==> config.mk <==
export PLATFORM = sky130hd
export DESIGN_NAME = load_store_unit
export DESIGN_NICKNAME = d
export VERILOG_FILES = /design/src/rtl/load_store_unit.sv
export SDC_FILE = /design/constraint.sdc
export NUM_CORES = 1
export LEC_CHECK = 0
export CORE_MARGIN = 5
export CORE_UTILIZATION = 35
export CTS_CLUSTER_DIAMETER = 40
export CTS_CLUSTER_SIZE = 25
export DETAILED_ROUTE_END_ITERATION = 12
export DONT_BUFFER_PORTS = 1
export GPL_TIMING_DRIVEN = 0
export SLEW_MARGIN = 20
export SYNTH_ARGS = -nofsm -noshare
export SYNTH_HDL_FRONTEND = slang
export SYNTH_SLANG_ARGS = --single-unit
==> constraint.sdc <==
create_clock -name clk -period 1.8 [get_ports clk]
set_input_delay 0.27 -clock clk [delete_from_list [all_inputs] [get_ports clk]]
set_output_delay 0.27 -clock clk [all_outputs]
set_load 0.03 [all_outputs]
==> src/rtl/load_store_unit.sv <==
// Multicycle RV32I load/store unit: word-indexed memory, lane enables, load extract.
// Optional misaligned trap enabled by defining LSU_MISALIGNED_TRAP_EN.
module load_store_unit #(
  parameter int READ_LATENCY = 1
) (
  input  logic        clk,
  input  logic        rst_n,
  input  logic        request_valid,
  output logic        request_ready,
  input  logic        request_store,
  input  logic [2:0]  request_funct3,
  input  logic [31:0] request_address,
  input  logic [31:0] request_write_data,
  output logic        response_valid,
  input  logic        response_ready,
  output logic [31:0] response_data,
  output logic        response_misaligned,
  output logic [31:0] memory_access_address,
  output logic        memory_store,
  output logic [3:0]  memory_byte_enable,
  output logic [31:0] memory_write_data,
  input  logic [31:0] memory_read_data
);

  typedef enum logic [1:0] {
    S_IDLE,
    S_LOAD,
    S_STORE,
    S_RESPOND
  } state_t;

  localparam logic [1:0] LAT_M1 = 2'(READ_LATENCY - 1);

  state_t      r_state;
  state_t      w_next;
  logic        r_store;
  logic [2:0]  r_funct3;
  logic [31:0] r_addr;
  logic [31:0] r_wdata;
  logic [1:0]  r_cnt;
  logic [31:0] r_rdata;
  logic        w_mis;
  logic [15:0] w_half;
  logic [7:0]  w_byte;
  logic [31:0] w_ext;
  logic [3:0]  w_be;
  logic [31:0] w_wd;
  logic        w_accept;

  assign w_accept = (r_state == S_IDLE) && request_valid;

`ifdef LSU_MISALIGNED_TRAP_EN
  logic r_mis;

  assign w_mis = request_funct3[1]
               ? (request_address[1:0] != 2'b00)
               : (request_funct3[0] & request_address[0]);
  assign response_misaligned = r_mis;

  always_ff @(posedge clk or negedge rst_n) begin
    if (!rst_n)        r_mis <= 1'b0;
    else if (w_accept) r_mis <= w_mis;
  end
`else
  assign w_mis = 1'b0;
  assign response_misaligned = 1'b0;
`endif

  assign response_data = r_rdata;

  // Halfword picked by addr[1], then byte within it by addr[0].
  assign w_half = r_addr[1] ? memory_read_data[31:16]
                            : memory_read_data[15:0];
  assign w_byte = r_addr[0] ? w_half[15:8] : w_half[7:0];

  always_comb begin
    w_ext = memory_read_data;
    w_be  = 4'b1111;
    w_wd  = r_wdata;
    unique case (r_funct3[1:0])
      2'b00: begin
        w_ext = {{24{~r_funct3[2] & w_byte[7]}}, w_byte};
        w_be  = 4'b0001 << r_addr[1:0];
        w_wd  = {4{r_wdata[7:0]}};
      end
      2'b01: begin
        w_ext = {{16{~r_funct3[2] & w_half[15]}}, w_half};
        w_be  = r_addr[1] ? 4'b1100 : 4'b0011;
        w_wd  = {2{r_wdata[15:0]}};
      end
      default: ;
    endcase
  end

  always_comb begin
    w_next                = r_state;
    request_ready         = 1'b0;
    response_valid        = 1'b0;
    memory_store          = 1'b0;
    memory_access_address = 32'd0;
    memory_byte_enable    = 4'd0;
    memory_write_data     = 32'd0;
    unique case (r_state)
      S_IDLE: begin
        request_ready = 1'b1;
        if (request_valid) begin
          if (w_mis)              w_next = S_RESPOND;
          else if (request_store) w_next = S_STORE;
          else                    w_next = S_LOAD;
        end
      end
      S_LOAD: begin
        memory_access_address = {2'b00, r_addr[31:2]};
        memory_write_data     = w_wd;
        if (r_cnt == 2'd0) w_next = S_RESPOND;
      end
      S_STORE: begin
        memory_store          = 1'b1;
        memory_access_address = {2'b00, r_addr[31:2]};
        memory_byte_enable    = w_be;
        memory_write_data     = w_wd;
        w_next                = S_RESPOND;
      end
      S_RESPOND: begin
        response_valid = 1'b1;
        if (response_ready) w_next = S_IDLE;
      end
    endcase
  end

  always_ff @(posedge clk or negedge rst_n) begin
    if (!rst_n) begin
      r_state  <= S_IDLE;
      r_store  <= 1'b0;
      r_funct3 <= 3'd0;
      r_addr   <= 32'd0;
      r_wdata  <= 32'd0;
      r_cnt    <= 2'd0;
      r_rdata  <= 32'd0;
    end else begin
      r_state <= w_next;
      if (w_accept) begin
        r_store  <= request_store;
        r_funct3 <= request_funct3;
        r_addr   <= request_address;
        r_wdata  <= request_write_data;
        r_cnt    <= LAT_M1;
        r_rdata  <= 32'd0;
      end
      if (r_state == S_LOAD) begin
        if (r_cnt == 2'd0) r_rdata <= w_ext;
        else               r_cnt   <= r_cnt - 2'd1;
      end
    end
  end

  // Latched direction is kept for observability of the in-flight request.
  logic w_unused;
  assign w_unused = r_store;

endmodule

==> reports/results.ini, run 1 <==
[global_route]
grt_pass1_wl_um = 25500
gr-usage-all-layers_pct = 18.2
overflow = 0
antenna_found_initial = 2
grt_max_degree = 104
grt_pass1_vias = 4443

[setup_path]
critPathMaxFanout = 7
crit_family = flip-flops
cp_slowest_cell = dfrtp_1
crit_type = reg -> out
slowest_delay_ns = 0.37
crit_chain = inv_2 > ha_4 > clkbuf_16 > a21boi_4
path_buf_inv = 2
cp-start-kind = flop
cp.required_ns = 1.53
arrival_ns = 1.64
end_kind = primary output

[routing]
drt-met1-wl_um = 6530
routedWlPerCell_um = 23.3
ant_nets = 0
wl_met3_um = 1660
drcViolationCount = 0
routed_wl_um = 17000
wl_met2_um = 8470
routed.top_layer = met5
routed_via_density = 5.73
drt_pass1_iterations = 5
vias = 4182
drtIter0Drc = 237

[sta]
setup_viol = 82
relSlewSlack_pct = 64.7
rsz0062_at_grt = true
slew_viol_final = 0
finClkSkew_ns = 0.00699
max_freq_mhz = 523
timing.final.hold_violations = 103
hold_slack_ns = -0.383
tightest_slew_ns = 0.529
period_share_pct = 106
period_needed_ns = 1.91
fin_ws_ns = -0.113

[final_layout]
syn2layout_area_growth_pct = 25.5
diodes = 0
layout-drive-gt1-share_pct = 45.2
final_cells = 730
nNetsFinal = 646

[flow_run]
drv_cap = 0

[min_path]
hold_class = in -> async

[run_status]
violations = negative hold slack, negative setup slack
run_status = finished with violations

[placement]
gp_congestion = 0.895
dp.cells = 691
hpwlAfterDp_um = 12000
port_buffers = 0

[floorplan]
pin_count = 208
die-height_um = 134
die_w_um = 134
start_util_pct = 35.5
fp.dieArea_mm2 = 0.0180
rows = 45
core-area_mm2 = 0.0151

[clock_network]
clkLatencyLatePin_ns = 0.35
cts.sinks = 103
cts.clk_slew.worst_paths_ns = 0.07
cts-buffers-inserted = 9
cts_tree = built
htree_levels = 3
clk_path_buf_depth = 2
cts_root_buf = clkbuf_16

[synthesis]
synth_top_flop_cell = dfrtp_1
yosysTopAreaCellShare_pct = 47.9
synth_common_cells = dfrtp_1 (103), mux2_2 (74), nand3_1 (55)
yosys-top-cells-area = dfrtp_1 (48%), mux2_2 (15%), and2_1 (5.3%)
synth_seq_cells = 103
ys_seq_area_share_pct = 47.9
synthArstFlopShare_pct = 100
avgSynthCellArea_um2 = 10.7
yosys.area.top_type = dfrtp_1
synthesis.area_mm2 = 0.00538
synthCells = 501
synth_cell_types = 38
yosysWarnings = 0
synth-edff-count = 0
synth_most_common_cell = dfrtp_1

-- worst reg2reg max path: stages, from the launching register on --
cell	delay [ns]
dfrtp_1	0.37
buf_4	0.12
buf_6	0.10
ha_4	0.14
or3b_4	0.40
buf_6	0.15
nor3_4	0.14
o31ai_4	0.14
buf_6	0.16
nand3_1	0.06
-- repair_timing --
item / in CTS / in global routing
setup buffers: 13 / 4
pin swaps: 5 / 15
hold endpoints to repair: 103 / 103
endpoints found under the setup margin: 165 / 120
gates cloned: 1 / 6
resized for setup: 187 / 50
-- placed cells by master, fill, tap and decap left out, types with 3 or more instances in the layout --
master     count
buf_4         20
clkbuf_4       4
conb_1         3
clkbuf_16     12
buf_12         3
inv_1          5
nor2_1         3
buf_6         11
and2_4        46
mux2_2        74
o21ai_1       10
nor2_4         6
o21ai_0        7
a21boi_4       8
a22oi_1        8
nor2b_1        3
buf_8          7
mux2i_1       18
nor2b_4        8
inv_2          3
ha_4           3
a21o_1         8
buf_2          6
nand2_1       26
a22o_1         9
nand3_1       55
a32oi_1        7
a21oi_1       21
dfrtp_1      101
clkbuf_2       7
-- layout make-up --
type / instances / area [um2]
sequential: 103 / 2580
multi-input combinational: 351 / 2970
tap: 188 / 235
inverter: 8 / 30.0
buffer: 41 / 385
clock inverter: 6 / 67.6
timing repair buffer: 23 / 245
clock buffer: 10 / 239
fill: 1421 / 8390
-- stage by stage --
stage                     utilization (%)  cell area [um2]  setup TNS (ns)  setup slack [ns]
after global routing                 44.6             6760          -10.66            -0.169
after detailed placement             37.3             5650          -39.54            -0.485
final                                44.6             6760           -4.41            -0.113
after global placement               37.3             5650          -34.57            -0.433
after CTS                            43.4             6570           -4.59            -0.103
after floorplan                         -             5420         -0.0362           -0.0362
-- flip-flops by register name (all words and copies together), names as in the netlist --
signal         count
r_addr            32
r_cnt              2
r_state            2
r_wdata           32
response_data     32
r_funct3           3
-- cells by family after synthesis --
family                     share of synthesized area [%]
AOI/OAI and AO/OA                                   10.9
adders and majority gates                           1.16
and+or+nand+nor                                     16.4
other                                             0.0697
DFF                                                 47.9
muxes                                               19.0
buffers and inverters                               4.62
-- final timing paths --
| kind | startpoint | endpoint | slack [ns] | depth (start not counted) |
|---|---|---|---|---|
| min in group clk | memory_read_data[0] | response_data[0] | 0.04 | 1 |
| worst max-delay path | r_state[0] | memory_write_data[15] | -0.11 | 4 |
| worst min register to register | r_wdata[24] | r_wdata[24] | 0.51 | 1 |
| worst max register to register | r_state[0] | response_data[22] | -0.06 | 9 |
| max in group asynchronous | rst_n | r_addr[0] | 2.03 | 0 |
| worst min-delay path | rst_n | response_data[3] | -0.38 | 0 |
-- layer usage --
| layer | global-route usage (%) | vias up |
|---|---|---|
| met2 | 30.7 | 173 |
| met1 | 21.5 | 2135 |
| li1 | - | 1843 |
| met5 | 0 | - |
| met4 | 4.98 | 4 |
| met3 | 7.46 | 27 |
Power of run 1 is left out: the tool's default activity adds up to more than one toggle a clock period on the data nets, which glitch-free logic cannot reach.
==> run 2: changes to the inputs <==
- CORE_ASPECT_RATIO: not set -> 1.4
==> run 2 against run 1 <==
The flow still finishes with violations (negative hold slack, negative setup slack); worst hold slack about the same; global-route usage is 0.62 points higher; non-clock buffer count grew 10; sequential cell count stayed put; highest routed layer unchanged.
==> reports/results.ini, run 2 (same netlist as run 1, synthesis figures left out) <==
[run_status]
run_status = finished with violations
violations = negative hold slack, negative setup slack

[setup_path]
crit_family = buffers and inverters
cp-start-kind = flop
critPathMaxFanout = 6  ; -1
end_kind = flop
arrival_ns = 2.16  ; +0.52 ns
slowest_delay_ns = 0.40  ; +0.03 ns
cp_common_cell = nand3_2
crit_chain = inv_2 > buf_12 > ha_4 > or3b_4 > buf_8 > buf_4 > bufbuf_16 > nand3_2 > nand3_2
path_buf_inv = 5  ; +3
cp_slowest_cell = dfrtp_1
crit_type = reg -> reg
cp.required_ns = 2.03  ; +0.50 ns

[global_route]
grt_pass1_wl_um = 25900  ; +1.2%
overflow = 0  ; unchanged
grt_pass1_vias = 4515  ; +1.6%
gr-usage-all-layers_pct = 18.8  ; +0.62 points
grt_max_degree = 104  ; unchanged
antenna_found_initial = 5  ; +3

[placement]
hpwlAfterDp_um = 12400  ; +3.2%
postPlaceCellArea_mm2 = 0.00566  ; about the same
gp_congestion = 0.904  ; +1.1%
place_ws_ns = -0.491  ; -0.00642 ns
port_buffers = 0  ; unchanged

[routing]
drt_pass1_iterations = 4  ; -1
drtIter0Drc = 246  ; +3.8%
ant_nets = 0  ; unchanged
vias = 4220  ; +0.91%
drcViolationCount = 0  ; unchanged
routed_wl_um = 17500  ; +3.2%
routed_via_density = 5.67  ; -0.99%
routedWlPerCell_um = 23.6  ; +1.3%

[final_layout]
seq_area_mm2 = 0.00258  ; unchanged
layout-drive-gt1-share_pct = 51.4  ; +6.2 points
final_cell_mix = dfrtp_1 (101), mux2_2 (74), and2_4 (46)
nNetsFinal = 655  ; +1.4%
multi_input_area_mm2 = 0.00313  ; +5.3%
fillers = 1366  ; -3.9%
syn2layout_area_growth_pct = 30.7
stdcell_area_mm2 = 0.00704  ; +4.2%
layout_commonest_cell = dfrtp_1

[clock_network]
cts.sinks = 103  ; unchanged
clk_path_buf_depth = 2  ; unchanged
clkLatencyLatePin_ns = 0.34  ; about the same
cts_tree = built
htree_levels = 3  ; unchanged
cts_root_buf = clkbuf_16
cts.clk_slew.worst_paths_ns = 0.08  ; about the same
cts-buffers-inserted = 9  ; unchanged

[sta]
hold_slack_ns = -0.383  ; +0.000157 ns
timing.final.hold_violations = 103  ; unchanged
period_share_pct = 107  ; +1.2 points
slew_viol_final = 0  ; unchanged
rsz0062_at_grt = true
setup_viol = 95  ; +16%
period_needed_ns = 1.93  ; +0.0209 ns
relSlewSlack_pct = 59.8  ; -5.0 points
max_freq_mhz = 517  ; -1.1%
fin_ws_ns = -0.134  ; -0.0209 ns
finClkSkew_ns = 0.0126  ; +0.00564 ns
tightest_slew_ns = 0.603  ; +0.0745 ns

[floorplan]
start_util_pct = 35.8  ; +0.22 points
core-area_mm2 = 0.0151  ; -0.61%
die-height_um = 157  ; +17%
die_w_um = 115  ; -14%
rows = 53  ; +18%
pin_count = 208  ; unchanged
fp.dieArea_mm2 = 0.0180  ; +0.20%

[min_path]
hold_class = in -> async

[flow_run]
drv_cap = 0  ; unchanged

==> run 2: cell count changes in the layout (fill, tap and decap cells not counted), sizes merged <==
cell | before | now
bufbuf | 0 | 1
clkinvlp | 2 | 3
clkbuf | 27 | 25
bufinv | 1 | 0
nor2 | 10 | 9
buf | 47 | 58
diode | 0 | 1
==> run 2: routing by layer <==
layer / GRT usage [%] / up-vias / routed length [um]
li1: - / 1857 / -
met1: 20.3 / 2106 / 6000
met2: 32.6 / 205 / 9000
met3: 7.35 / 44 / 1850
met4: 7.89 / 8 / 642
met5: 0 / - / 38
==> run 2: final timing paths <==
path	cells past startpoint	slack (ns)	end	from
setup / recovery	9	-0.13	response_data[17]	r_state[1]
hold / removal	0	-0.38	response_data[3]	rst_n
setup reg to reg	9	-0.13	response_data[17]	r_state[1]
hold reg to reg	1	0.51	r_wdata[21]	r_wdata[21]
max in group asynchronous	0	2.00	r_addr[3]	rst_n
min in group clk	1	0.04	response_data[0]	memory_read_data[0]
==> run 2: repair_timing <==
item                                    in CTS  in global routing
setup buffers                               17                 11
hold endpoints to repair                   103                103
pin swaps                                   14                 14
gates cloned                                 6                  1
resized for setup                          238                 34
endpoints found under the setup margin     165                102
==> run 2: metrics by stage <==
step	hold WS [ns]	instances	setup TNS, ns	utilization, %
after detailed placement	-0.0226	695	-37.26	37.6
final	-0.383	744	-6.69	46.8
after CTS	-0.402	733	-6.22	45.6
after global routing	-0.407	744	-13.00	46.8
after floorplan	-0.0256	503	-0.0362	-
after global placement	-0.0225	695	-30.47	37.6
==> run 2: area by class of cell <==
| class | instances | area share (%) |
|---|---|---|
| diodes | 1 | 0.0356 |
| plain buffers | 40 | 5.58 |
| clock buffers | 10 | 3.40 |
| clock inverters | 6 | 0.729 |
| inverters | 8 | 0.427 |
| multi-input cells | 350 | 44.5 |
| flip-flops and latches | 103 | 36.7 |
| well taps | 192 | 3.41 |
| repair buffers | 34 | 5.28 |
Power of run 2 is left out for the same reason.
==> run 3: changes to the inputs <==
==> constraint.sdc (replaced) <==
create_clock -name clk -period 1.65 [get_ports clk]
set_input_delay 0.165 -clock clk [delete_from_list [all_inputs] [get_ports clk]]
set_output_delay 0.165 -clock clk [all_outputs]
set_load 0.03 [all_outputs]
==> run 3 against run 2 <==
The flow still finishes with violations (negative hold slack, negative setup slack); worst hold slack got worse by 0.10 ns; global-route usage rose by 1.3 points; setup slack got worse by 0.028 ns; final area rose by 11%; critical path depth fell by 1; via count rose by 5.9%; first-iteration DRC count fell by 8.9%; cell count rose by 9.8%; routed wire length rose by 4.9%; clock skew fell by 0.0035 ns; non-clock buffer count rose by 76; critical endpoint is now response_data[28]; largest cell class unchanged.
==> reports/results.ini, run 3 (same netlist as run 1, synthesis figures left out) <==
[run_status]
run_status = finished with violations
violations = negative hold slack, negative setup slack

[setup_path]
critPathMaxFanout = 9  ; +3
cp_slowest_cell = dfrtp_1
cp-start-kind = flop
path_buf_inv = 3  ; -2
end_kind = flop
crit_type = reg -> reg
crit_chain = inv_2 > ha_4 > or3b_4 > buf_12 > nor3_4 > o31ai_4 > buf_6 > nand3_2
slowest_delay_ns = 0.39  ; about the same
arrival_ns = 2.09  ; -0.07 ns
crit_family = simple AND/OR/NAND/NOR gates
cp.required_ns = 1.93  ; -0.10 ns

[floorplan]
fp.dieArea_mm2 = 0.0180  ; unchanged
die_w_um = 115  ; unchanged
die-height_um = 157  ; unchanged
core-area_mm2 = 0.0151  ; unchanged
rows = 53  ; unchanged
pin_count = 208  ; unchanged
start_util_pct = 35.8  ; unchanged

[routing]
routed.top_layer = met4
drt_pass1_iterations = 4  ; unchanged
vias = 4469  ; +5.9%
drtIter0Drc = 224  ; -8.9%
wl_met3_um = 1390  ; -25%
drt-met1-wl_um = 6790  ; +13%
drcViolationCount = 0  ; unchanged
routed_via_density = 5.47  ; -3.6%
ant_nets = 0  ; unchanged
routedWlPerCell_um = 22.5  ; -4.5%
wl_met2_um = 9780  ; +8.6%
routed_wl_um = 18400  ; +4.9%

[global_route]
overflow = 0  ; unchanged
grt_max_degree = 104  ; unchanged
gr-usage-all-layers_pct = 20.2  ; +1.3 points
grt_pass1_wl_um = 27800  ; +7.5%
grt_pass1_vias = 4818  ; +6.7%
antenna_found_initial = 0  ; -5

[placement]
gp_congestion = 0.930  ; +2.8%
hpwlAfterDp_um = 12500  ; +0.69%
port_buffers = 0  ; unchanged
place_ws_ns = -0.483  ; +0.00790 ns

[sta]
period_needed_ns = 1.81  ; -0.122 ns
slew_viol_final = 0  ; unchanged
period_share_pct = 110  ; +2.4 points
setup_viol = 98  ; +3.2%
hold_slack_ns = -0.486  ; -0.103 ns
max_freq_mhz = 552  ; +6.7%
fin_ws_ns = -0.162  ; -0.0282 ns
rsz0062_at_grt = true
timing.final.hold_violations = 103  ; unchanged
finClkSkew_ns = 0.00917  ; -0.00346 ns

[clock_network]
cts_root_buf = clkbuf_16
cts.clk_slew.worst_paths_ns = 0.07  ; about the same
cts.sinks = 103  ; unchanged
htree_levels = 3  ; unchanged
cts-buffers-inserted = 9  ; unchanged
clkLatencyLatePin_ns = 0.35  ; about the same
clk_path_buf_depth = 2  ; unchanged
cts_tree = built

[final_layout]
layout_commonest_cell = dfrtp_1
syn2layout_area_growth_pct = 44.9
diodes = 0  ; -1
layout-drive-gt1-share_pct = 41.9  ; -9.4 points
final_cell_mix = dfrtp_1 (101), dlygate4sd3_1 (90), mux2_2 (74)
finish.utilization_pct = 51.8  ; +5.1 points
nNetsFinal = 731  ; +12%

[min_path]
hold_class = in -> async

[pwr]
power_density_mw_per_mm2 = 2630
peakVddDrop_mv = 1.53
cellLeakagePower_nw = 3.52

[flow_run]
drv_cap = 0  ; unchanged

run 3: final timing paths:
kind                          startpoint                end  slack (ns)  cells after the start
max                           r_state[1]  response_data[28]       -0.16                      8
min                                rst_n   response_data[2]       -0.49                      0
max reg2reg                   r_state[1]  response_data[28]       -0.16                      8
min reg2reg                  r_wdata[28]        r_wdata[28]        0.51                      1
max in group asynchronous          rst_n  response_data[26]        1.93                      0
min in group clk           request_valid           r_cnt[0]        0.06                      3
run 3: layout make-up:
type	count	area (um2)
buffer	41	430
clock inverter	5	83.8
timing repair buffer	109	1110
clock buffer	9	225
sequential	103	2580
multi-input combinational	350	3100
tap	192	240
fill	1291	7250
inverter	8	30.0
run 3: layer usage:
| layer | global-route usage, % | up-vias |
|---|---|---|
| met5 | 0 | - |
| met4 | 6.77 | 0 |
| met3 | 5.69 | 29 |
| met2 | 36.1 | 195 |
| met1 | 22.9 | 2245 |
| li1 | - | 2000 |
run 3: power breakdown:
group,total [W],switching (W),internal [W]
sequential,0.00533,0.00158,0.00375
combinational,0.0129,0.00722,0.00569
clock,0.00231,0.000988,0.00132
run 3: what timing repair did:
item                                   in CTS  in global routing
pin swaps                                  13                  3
setup endpoints to repair                 166                155
hold buffers                               89                  1
buffers inserted                           14                  2
gates resized for setup                   210                 27
endpoints found under the hold margin     192                104
cloned                                      3                  1
run 3: stage by stage:
| stage | TNS [ns] | instances | power [W] | instance area (um2) | hold WS, ns |
|---|---|---|---|---|---|
| finish | -9.35 | 817 | 0.0205 | 7800 | -0.486 |
| global route | -16.92 | 817 | 0.0216 | 7800 | -0.510 |
| CTS | -10.62 | 814 | 0.0203 | 7740 | -0.503 |
| detailed placement | -44.42 | 695 | 0.0149 | 5790 | -0.126 |
| global placement | -40.06 | 695 | 0.0147 | 5790 | -0.127 |
| floorplan | -0.523 | 503 | 0.0130 | 5550 | -0.131 |
(Power assumes the default switching activity.)
